### config.mk
export PLATFORM = sky130hd
export DESIGN_NAME = amstrad_rom_loader
export DESIGN_NICKNAME = d
export VERILOG_FILES = /design/src/rtl/amstrad_mem_pkg.sv /design/src/rtl/amstrad_loader_fifo.sv /design/src/rtl/amstrad_rom_loader.sv
export SDC_FILE = /design/constraint.sdc
export NUM_CORES = 1
export LEC_CHECK = 0
export ABC_AREA = 1
export ABC_CLOCK_PERIOD_IN_PS = 4700
export CORE_MARGIN = 1.5
export CORE_UTILIZATION = 56
export CTS_CLUSTER_SIZE = 14
export DETAILED_ROUTE_END_ITERATION = 10
export PLACE_DENSITY = 0.86
export SLEW_MARGIN = 20
export SYNTH_ARGS = -nofsm -noshare
export SYNTH_HDL_FRONTEND = slang
export SYNTH_HIERARCHICAL = 1
export SYNTH_SLANG_ARGS = --single-unit
### constraint.sdc
create_clock -name CLK -period 4.7 [get_ports CLK]
set_clock_uncertainty 0.1 [all_clocks]
set_input_delay 0.94 -clock CLK [delete_from_list [all_inputs] [get_ports CLK]]
set_output_delay 0.94 -clock CLK [all_outputs]
set_load 0.02 [all_outputs]
### src/rtl/amstrad_mem_pkg.sv
// ============================================================================
// Package     : amstrad_mem_pkg
// Description : Shared constants, loader state encoding and address helper
//               for the Amstrad ROM download path into SDRAM.
// Revision    : 1.0 - initial release
// ============================================================================
`default_nettype none

package amstrad_mem_pkg;

    // Byte address width of the SDRAM RAM/ROM space
    localparam int MEM_AW    = 23;
    // Byte offset width inside one 16KB ROM image
    localparam int ROM_OFS_W = 14;
    // One FIFO entry holds {offset, data}
    localparam int FIFO_W    = ROM_OFS_W + 8;

    // Lower ROM lives at the bottom of memory, upper ROMs in the top half
    localparam logic [8:0] LOWER_ROM_PREFIX = 9'b0;
    localparam logic       UPPER_ROM_FLAG   = 1'b1;

    // Loader states
    typedef enum logic [1:0] {
        S_IDLE   = 2'd0,
        S_LOAD   = 2'd1,
        S_DRAIN  = 2'd2,
        S_COMMIT = 2'd3
    } loader_state_e;

    localparam logic [1:0] ST_IDLE   = S_IDLE;
    localparam logic [1:0] ST_LOAD   = S_LOAD;
    localparam logic [1:0] ST_DRAIN  = S_DRAIN;
    localparam logic [1:0] ST_COMMIT = S_COMMIT;

    // Map a ROM byte offset to its SDRAM byte address
    function automatic logic [MEM_AW-1:0] rom_byte_addr(
        input logic                 lower,
        input logic [7:0]           bank,
        input logic [ROM_OFS_W-1:0] ofs
    );
        if (lower) begin
            rom_byte_addr = {LOWER_ROM_PREFIX, ofs};
        end else begin
            rom_byte_addr = {UPPER_ROM_FLAG, bank, ofs};
        end
    endfunction

endpackage

`default_nettype wire

### src/rtl/amstrad_loader_fifo.sv
// ============================================================================
// Module      : amstrad_loader_fifo
// Description : Synchronous first-word-fall-through FIFO for downloaded ROM
//               bytes. A pop and a push in the same cycle are both honoured,
//               including when the FIFO is full (pop frees the slot first).
// Revision    : 1.0 - initial release
// ============================================================================
`default_nettype none

module amstrad_loader_fifo #(
    parameter int DEPTH = 4,
    parameter int WIDTH = 22
) (
    input  logic             clk_i,
    input  logic             rst_i,
    input  logic             push_i,
    input  logic [WIDTH-1:0] data_i,
    input  logic             pop_i,
    output logic [WIDTH-1:0] data_o,
    output logic             full_o,
    output logic             empty_o
);

    localparam int AW = $clog2(DEPTH);

    logic [WIDTH-1:0] mem_q [DEPTH];
    logic [AW:0]      wr_ptr_q;
    logic [AW:0]      rd_ptr_q;
    logic             w_do_pop;
    logic             w_do_push;

    // Extra pointer bit distinguishes full from empty
    assign empty_o   = (wr_ptr_q == rd_ptr_q);
    assign full_o    = (wr_ptr_q[AW] != rd_ptr_q[AW]) &&
                       (wr_ptr_q[AW-1:0] == rd_ptr_q[AW-1:0]);
    assign w_do_pop  = pop_i && !empty_o;
    assign w_do_push = push_i && (!full_o || w_do_pop);
    assign data_o    = mem_q[rd_ptr_q[AW-1:0]];

    // Pointer bookkeeping; reset flushes the contents
    always_ff @(posedge clk_i) begin
        if (rst_i) begin
            wr_ptr_q <= '0;
            rd_ptr_q <= '0;
        end else begin
            if (w_do_push) begin
                wr_ptr_q <= wr_ptr_q + {{AW{1'b0}}, 1'b1};
            end
            if (w_do_pop) begin
                rd_ptr_q <= rd_ptr_q + {{AW{1'b0}}, 1'b1};
            end
        end
    end

    // Entry storage, written at the tail
    always_ff @(posedge clk_i) begin
        if (w_do_push) begin
            mem_q[wr_ptr_q[AW-1:0]] <= data_i;
        end
    end

endmodule

`default_nettype wire

### src/rtl/amstrad_rom_loader.sv
// ============================================================================
// Module      : amstrad_rom_loader
// Description : Accepts a byte-stream ROM download, buffers it and writes it
//               into SDRAM through a level/ack request port. Tracks which
//               upper ROM banks hold a complete image in rom_map.
//               Optional macro ROM_CHECKSUM_EN adds rom_sum/rom_sum_valid,
//               an 8-bit sum of the bytes acknowledged by memory.
// Revision    : 1.0 - initial release
// ============================================================================
`default_nettype none

module amstrad_rom_loader
    import amstrad_mem_pkg::*;
#(
    parameter int FIFO_DEPTH = 4
) (
    input  logic          CLK,
    input  logic          reset,
    input  logic          dl_active,
    input  logic          dl_lower,
    input  logic [7:0]    dl_bank,
    input  logic          dl_wr,
    input  logic [13:0]   dl_addr,
    input  logic [7:0]    dl_data,
    output logic          dl_wait,
    output logic          mem_wr,
    output logic [22:0]   mem_A,
    output logic [7:0]    mem_D,
    input  logic          mem_ack,
    output logic [255:0]  rom_map,
    output logic          ovf
`ifdef ROM_CHECKSUM_EN
    ,
    output logic [7:0]    rom_sum,
    output logic          rom_sum_valid
`endif
);

    logic [1:0]        state_q, state_d;
    logic              active_q;
    logic              lower_q, lower_d;
    logic [7:0]        bank_q, bank_d;
    logic              got_q, got_d;
    logic              ovf_q, ovf_d;
    logic [255:0]      map_q, map_d;
    logic              cool_q;

    logic              w_rise;
    logic              w_pop;
    logic              w_push;
    logic              w_full;
    logic              w_empty;
    logic [FIFO_W-1:0] w_head;

    assign w_rise = dl_active && !active_q;

    // Only a request actually on the bus can be acknowledged
    assign w_pop  = mem_wr && mem_ack;

    // A pop in the same cycle frees a slot, so a full FIFO can still take a byte
    always_comb begin
        dl_wait = 1'b0;
        case (state_q)
            ST_LOAD:   dl_wait = w_full && !w_pop;
            ST_DRAIN,
            ST_COMMIT: dl_wait = 1'b1;
            default:   dl_wait = 1'b0;
        endcase
    end

    assign w_push = (state_q == ST_LOAD) && dl_wr && !dl_wait;

    amstrad_loader_fifo #(
        .DEPTH (FIFO_DEPTH),
        .WIDTH (FIFO_W)
    ) u_fifo (
        .clk_i   (CLK),
        .rst_i   (reset),
        .push_i  (w_push),
        .data_i  ({dl_addr, dl_data}),
        .pop_i   (w_pop),
        .data_o  (w_head),
        .full_o  (w_full),
        .empty_o (w_empty)
    );

    // Request straight from the FIFO head; one idle cycle follows every ack
    assign mem_wr  = !w_empty && !cool_q;
    assign mem_A   = mem_wr ? rom_byte_addr(lower_q, bank_q, w_head[FIFO_W-1:8]) : '0;
    assign mem_D   = mem_wr ? w_head[7:0] : '0;
    assign rom_map = map_q;
    assign ovf     = ovf_q;

    // Transfer sequencing, overflow flag and bank-presence bookkeeping
    always_comb begin
        state_d = state_q;
        lower_d = lower_q;
        bank_d  = bank_q;
        got_d   = got_q;
        ovf_d   = ovf_q;
        map_d   = map_q;
        if (dl_wr && dl_wait) begin
            ovf_d = 1'b1;
        end
        case (state_q)
            ST_IDLE: begin
                if (w_rise) begin
                    state_d = ST_LOAD;
                    lower_d = dl_lower;
                    bank_d  = dl_bank;
                    got_d   = 1'b0;
                    ovf_d   = 1'b0;
                    // Bank is invalid until its new image is complete
                    if (!dl_lower) begin
                        map_d[dl_bank] = 1'b0;
                    end
                end
            end
            ST_LOAD: begin
                if (w_push) begin
                    got_d = 1'b1;
                end
                if (!dl_active) begin
                    state_d = ST_DRAIN;
                end
            end
            ST_DRAIN: begin
                // Empty FIFO also means no request is outstanding
                if (w_empty) begin
                    state_d = ST_COMMIT;
                end
            end
            ST_COMMIT: begin
                if (!lower_q && got_q) begin
                    map_d[bank_q] = 1'b1;
                end
                state_d = ST_IDLE;
            end
            default: state_d = ST_IDLE;
        endcase
    end

    // State registers
    always_ff @(posedge CLK) begin
        if (reset) begin
            state_q  <= ST_IDLE;
            active_q <= 1'b0;
            lower_q  <= 1'b0;
            bank_q   <= 8'd0;
            got_q    <= 1'b0;
            ovf_q    <= 1'b0;
            map_q    <= 256'h1;
            cool_q   <= 1'b0;
        end else begin
            state_q  <= state_d;
            active_q <= dl_active;
            lower_q  <= lower_d;
            bank_q   <= bank_d;
            got_q    <= got_d;
            ovf_q    <= ovf_d;
            map_q    <= map_d;
            cool_q   <= w_pop;
        end
    end

`ifdef ROM_CHECKSUM_EN
    logic [7:0] sum_q;
    logic       sum_valid_q;

    assign rom_sum       = sum_q;
    assign rom_sum_valid = sum_valid_q;

    // Running sum of acknowledged bytes, published once the transfer commits
    always_ff @(posedge CLK) begin
        if (reset) begin
            sum_q       <= 8'd0;
            sum_valid_q <= 1'b0;
        end else if (state_q == ST_IDLE && w_rise) begin
            sum_q       <= 8'd0;
            sum_valid_q <= 1'b0;
        end else begin
            if (w_pop) begin
                sum_q <= sum_q + mem_D;
            end
            if (state_q == ST_DRAIN && w_empty) begin
                sum_valid_q <= 1'b1;
            end
        end
    end
`endif

endmodule

`default_nettype wire

==> Yosys cells after proc, flatten, opt, wreduce, memory -nomap -nowiden <==
Memories as Yosys holds them, arrays and structs flattened. A register that Yosys moved wholly into a read port is not among the register bits.
Index checks and enable logic that the tools add are counted.
{ "totals": {"ff_bits": 277, "latch_bits": 0, "ram_bits": 88, "romBits": 0, "inputBits": 36, "out_inout_bits": 290, "elab_cells": 87, "mem_count": 1} }
{ "memory_table": {"columns": ["memory", "words", "word_bits", "rd", "rd_ports_with_merged_regs", "wr", "line", "source"], "rows": [
  ["u_fifo.mem_q", 4, 22, 1, 1, 1, "amstrad_loader_fifo.sv:26", "logic [WIDTH-1:0] mem_q [DEPTH];"]
]} }
{ "op_classes": {"add_sub_neg": 2, "mul": 0, "div_mod_pow": 0, "n_lt_le_gt_ge": 4, "eq_ne": 12, "n_shift": 0, "n_mux": 26, "bitwise": 3, "reduce_logical": 29} }
{ "ops": {"columns": ["cell", "n"], "rows": [
  ["256-bit two-way mux", 3],
  ["256-bit one-hot mux with 2 select lines", 1],
  ["256-bit bitwise AND", 1],
  ["256-bit NOT", 1],
  ["256-bit OR", 1],
  ["23-bit two-way mux", 2],
  ["8-bit by 9-bit less-than comparator with 1-bit output, second input constant", 2],
  ["1-bit demux with 8-bit select", 2],
  ["8-bit by 1-bit greater-or-equal comparator with 1-bit output, second input constant", 2],
  ["1-bit logical AND", 13],
  ["2-bit two-way mux", 5],
  ["1-bit two-way mux", 9],
  ["8-bit two-way mux", 1],
  ["2-bit inequality test, second input constant", 4],
  ["2-bit one-hot mux with 4 select lines", 1],
  ["1-bit logical NOT", 7],
  ["3-bit by 1-bit adder with 3-bit output, second input constant", 2],
  ["3-bit AND reduction", 2],
  ["2-bit == test, second input constant", 2],
  ["2-bit by 1-bit inequality test with 1-bit output, second input constant", 2],
  ["1-bit one-hot mux with 2 select lines", 2],
  ["4-bit AND reduction", 1],
  ["2-bit nonzero test", 2],
  ["3-bit == test", 1],
  ["other kinds (7)", 7]
]} }

==> Logic depth before layout (Yosys ltp) <==
{ "depth": {"ltp_word": 12, "ltp_mapped": 16, "ltp_nobuf": 16} }

==> Hierarchy <==
The synthesis kept the hierarchy.
{ "modules_own_cells": {"columns": ["mod", "instances", "cells_per_inst", "area_each_um2", "seq_area_each_um2"], "rows": [
  ["amstrad_rom_loader", 1, 1974, 12843.6, 5425.2],
  ["amstrad_loader_fifo", 1, 279, 3703.6, 2802.7]
]} }

==> Least setup slack after synthesis <==
OpenSTA, ideal clock, no wires.
{ "synth_path": {"path_type": "reg2out", "start": "register u_fifo.wr_ptr_q[1]", "end": "output mem_A[14]", "t_arrival_ns": 2.098, "t_required_ns": 3.660, "setup_slack_ns": 1.562, "stages_incl_launch_ff": 11, "n_path_buf": 0, "path_cell_list": "dfxtp_1 inv_1 nand2_1 nand2_1 nand3_2 inv_1 nor2_1 inv_1 nor2_1 inv_1 nor2_1"} }
{ "synth_between": {"elab_chain_cells": 4} }
{ "synth_rtl": {"columns": ["item", "line", "source"], "rows": [
  ["start, declared", "amstrad_loader_fifo.sv:27", "logic [AW:0] wr_ptr_q;"],
  ["start signal, assigned", "amstrad_loader_fifo.sv:47", "wr_ptr_q <= wr_ptr_q + {{AW{1'b0}}, 1'b1};"],
  ["3-bit == test", "amstrad_loader_fifo.sv:33", "assign empty_o = (wr_ptr_q == rd_ptr_q);"],
  ["named net w_empty", "amstrad_rom_loader.sv:52", "logic w_empty;"],
  ["1-bit logical NOT", "amstrad_rom_loader.sv:88", "assign mem_wr = !w_empty && !cool_q;"],
  ["1-bit logical AND", "amstrad_rom_loader.sv:88", null],
  ["named net mem_wr", "amstrad_rom_loader.sv:26", "output logic mem_wr,"],
  ["23-bit two-way mux", "amstrad_rom_loader.sv:89", "assign mem_A = mem_wr ? rom_byte_addr(lower_q, bank_q, w_head[FIFO_W-1:8]) : '0;"],
  ["end, declared", "amstrad_rom_loader.sv:27", "output logic [22:0] mem_A,"]
]} }
The timed path passes the listed nets, and every way through them passes these cells.

==> Final worst setup path <==
{ "layout_path": {"start": "register u_fifo.wr_ptr_q[1]", "end": "output mem_A[15]"} }
{ "layout_between": {"elab_chain_cells": 4} }
{ "layout_rtl": {"columns": ["item", "line"], "rows": [
  ["3-bit == test", "amstrad_loader_fifo.sv:33"],
  ["named net w_empty", "amstrad_rom_loader.sv:52"],
  ["1-bit logical NOT", "amstrad_rom_loader.sv:88"],
  ["1-bit logical AND", "amstrad_rom_loader.sv:88"],
  ["23-bit two-way mux", "amstrad_rom_loader.sv:89"]
]} }
The timed path passes the listed nets, and every way through them passes these cells.

==> metrics.txt <==
post_cts resized=0; Worst EP arrival=around 3.2 ns; Net Count, Synth=~2300; Die H=approximately 170 um; Setup violations, final=0; hold-fix buffer count after cts=0; status=finished clean; CP Cell Sequence=inv_1 -> nand2_1 -> nand2_1 -> nand3_2 -> inv_1 -> nor2_1 -> inv_1 -> nor2_1 -> inv_1 -> nor2_1 -> clkdlybuf4s50_1; Initial DRC Count=between 2000 and 3000; min cycle time layout=around 4.3 ns; setup TNS=0 ns; WHS=roughly 0.36 ns; Worst-Skew Late Latency=between 0.5 and 0.6 ns; Sw Pwr=2800 uW; Die ar.=30600 sq um; Crit path largest cell delay=0.62 ns; initial cell density of the core=57.3%; Crit Path Max Fanout=23; Clk Tree Root Cell=clkbuf_16; power density over the cells=389 nW/um^2; hpwl dp=43.0 mm; initial antenna violation count=1; clock buffer depth=3; DR vias=~17000; Logic pwr share=23.4%; FMAX=about 230 MHz; area grow syn2layout=29.3%; total grt overflow=0; routability congestion estimate from global placement=approximately 1.0; Mapped Area=16500 sq um; Num CTS Buffers=39; worst slew pin tran=1.22 ns; wire per inst=between 20 and 25 um; Die Wd=175 um; post-route clock period utilization=90.6%; worst vdd ir=0.247 mV; internal power=5530 uW; Crit Path Class=flop to output port; Top FF cell, synth=dfxtp_1; clock-pin slew on the worst setup and hold paths=0.06 ns; vias per inst=5.87; Cells after Synth=2253; postcts setup bufs=0; max-slew violation count=0; Final Hold Vio Count=0; Core Box Area=28900 sq um; WL final=62.4 mm; post-synthesis sequential area ratio=49.7%; Hold Path Class=flop to flop; Synth Area per Inst=approximately 7.3 sq um; Syn. warnings=6; Critical Path RT=~3.7 ns; Clock power frac=a little over a third; first-pass GRT wire length=93.8 mm; Post-synth EDFFs=between 80 and 90; IO buf count=around 330; Crit-path slowest cell=clkdlybuf4s50_1; drt drc=0; clk sink count=367; pin count of the biggest net entering global routing=95; overall routing resource usage=40.0%; Pleak=0.00850 uW; commonest non-fill, non-tap cell in the layout=nand2_1; # Max-Cap Violations=0; CP startpoint kind=flop; CP Capture Type=output port; TritonCTS clock tree=built; Cell variety after synth=32; most frequent cells in the layout=nand2_1, clkdlybuf4s50_1, nor2_1; I/O pin cnt=326; Rel. slew slack=18.4%; # rows=62; vias in the first global route=16300; sequential power share=around two fifths; length of the first detailed-routing pass in iterations=6; RSZ-0062 raised after global routing=no; Crit path top cell by count=inv_1; #FFs+latches synth=367; share of post-route cells with drive strength above 1=6.13%; post-route antenna net violation count=0; H-Tree Depth=2; Final #Nets=around 2600; Sw Share=33.6%; Async SR Flop Fraction=0%
## power by group through the flow
stage | Sequential, uW | Clock (uW) | Combinational [uW]
floorplan | 3440 | 0 | 1270
global route | 3380 | 3120 | 2070
CTS | 3380 | 2990 | 1880
detailed placement | 3440 | 0 | 1870
global placement | 3440 | 0 | 1820
finish | 3380 | 3000 | 1950
## kinds of logic after synthesis
group,after synthesis,synth area share [%]
fa+ha+maj,9,0.681
xor+xnor,3,0.204
buf+inv,390,9.39
compound gates,517,16.3
flops,367,49.7
simple gates,967,23.7
## through the flow
step | worst slack [ns] | cells | total power (uW) | utilization, % | area (sq um)
2_1_floorplan | 1.56 | 2253 | 4710 | - | 16500
3_3_place_gp | 1.18 | 2896 | 5260 | 69.8 | 20200
3_5_place_dp | 1.05 | 2896 | 5320 | 69.8 | 20200
4_1_cts | 0.496 | 2963 | 8250 | 74.1 | 21400
5_1_grt | 0.234 | 2963 | 8570 | 74.1 | 21400
6_report | 0.442 | 2966 | 8330 | 74.1 | 21400
## critical path, delay by kind of cell, from the launching register on
family                 cells  cell delay [ns]
and+or+nand+nor            6             0.93
buffers and inverters      5             1.37
DFF                        1             0.40
## layer usage
layer  share of wire [%]  global-route usage (%)  up-vias
met2                  44                    61.7     1303
met3                  13                    10.4      258
met4                 5.8                    21.4        0
met1                  37                    51.4     8000
li1                    -                       -     7836
met5                   0                       0        -
## sequential cells by signal, indices dropped and copies added, names as in the netlist, named ones only
| signal | cells |
|---|---|
| cool_q | 1 |
| u_fifo/mem_q | 88 |
| rom_map | 256 |
| active_q | 1 |
| u_fifo/wr_ptr_q | 3 |
| ovf | 1 |
| got_q | 1 |
| lower_q | 1 |
| bank_q | 8 |
| state_q | 2 |
| u_fifo/rd_ptr_q | 3 |
## path summary, 6_finish.rpt
path	slack, ns	end	from	cells after the start
setup / recovery	0.44	mem_A[15]	u_fifo/wr_ptr_q[1]$_SDFFE_PP0P_	11
hold / removal	0.36	ovf$_SDFF_PP0_	ovf$_SDFF_PP0_	2
hold reg to reg	0.36	ovf$_SDFF_PP0_	ovf$_SDFF_PP0_	2
setup reg to reg	1.37	rom_map[252]$_SDFFE_PP0P_	state_q[0]$_SDFFE_PP0P_	11
## synthesized netlist by cell type, types with 5 or more instances
| cell type | instances | area, sq um |
|---|---|---|
| nor2_4 | 8 | 90.1 |
| nor3_1 | 26 | 130 |
| clkbuf_1 | 65 | 244 |
| nand2_1 | 502 | 1880 |
| a21oi_1 | 253 | 1270 |
| nand3_1 | 84 | 420 |
| inv_1 | 268 | 1010 |
| o21bai_1 | 9 | 67.6 |
| or2_2 | 17 | 106 |
| ha_1 | 9 | 113 |
| o21ai_0 | 169 | 846 |
| dfxtp_1 | 279 | 5590 |
| inv_2 | 6 | 22.5 |
| buf_4 | 12 | 90.1 |
| buf_1 | 6 | 22.5 |
| edfxtp_1 | 88 | 2640 |
| o21ai_1 | 24 | 120 |
| o21a_1 | 5 | 37.5 |
| nor2_1 | 313 | 1170 |
| buf_2 | 30 | 150 |
| nor2_2 | 11 | 68.8 |
| o22ai_1 | 22 | 138 |
| a31oi_1 | 34 | 213 |
## cell type report
type                    instances  area (sq um)
diodes                          3          7.51
clock buffers                  58          1130
clock inverters                 9           101
fillers                      2165          7470
inverters                     276          1040
multi-input cells            1496          6780
flip-flops and latches        367          8230
well taps                     384           480
repair buffers                373          3630
Power figures use the tool's default switching activity.
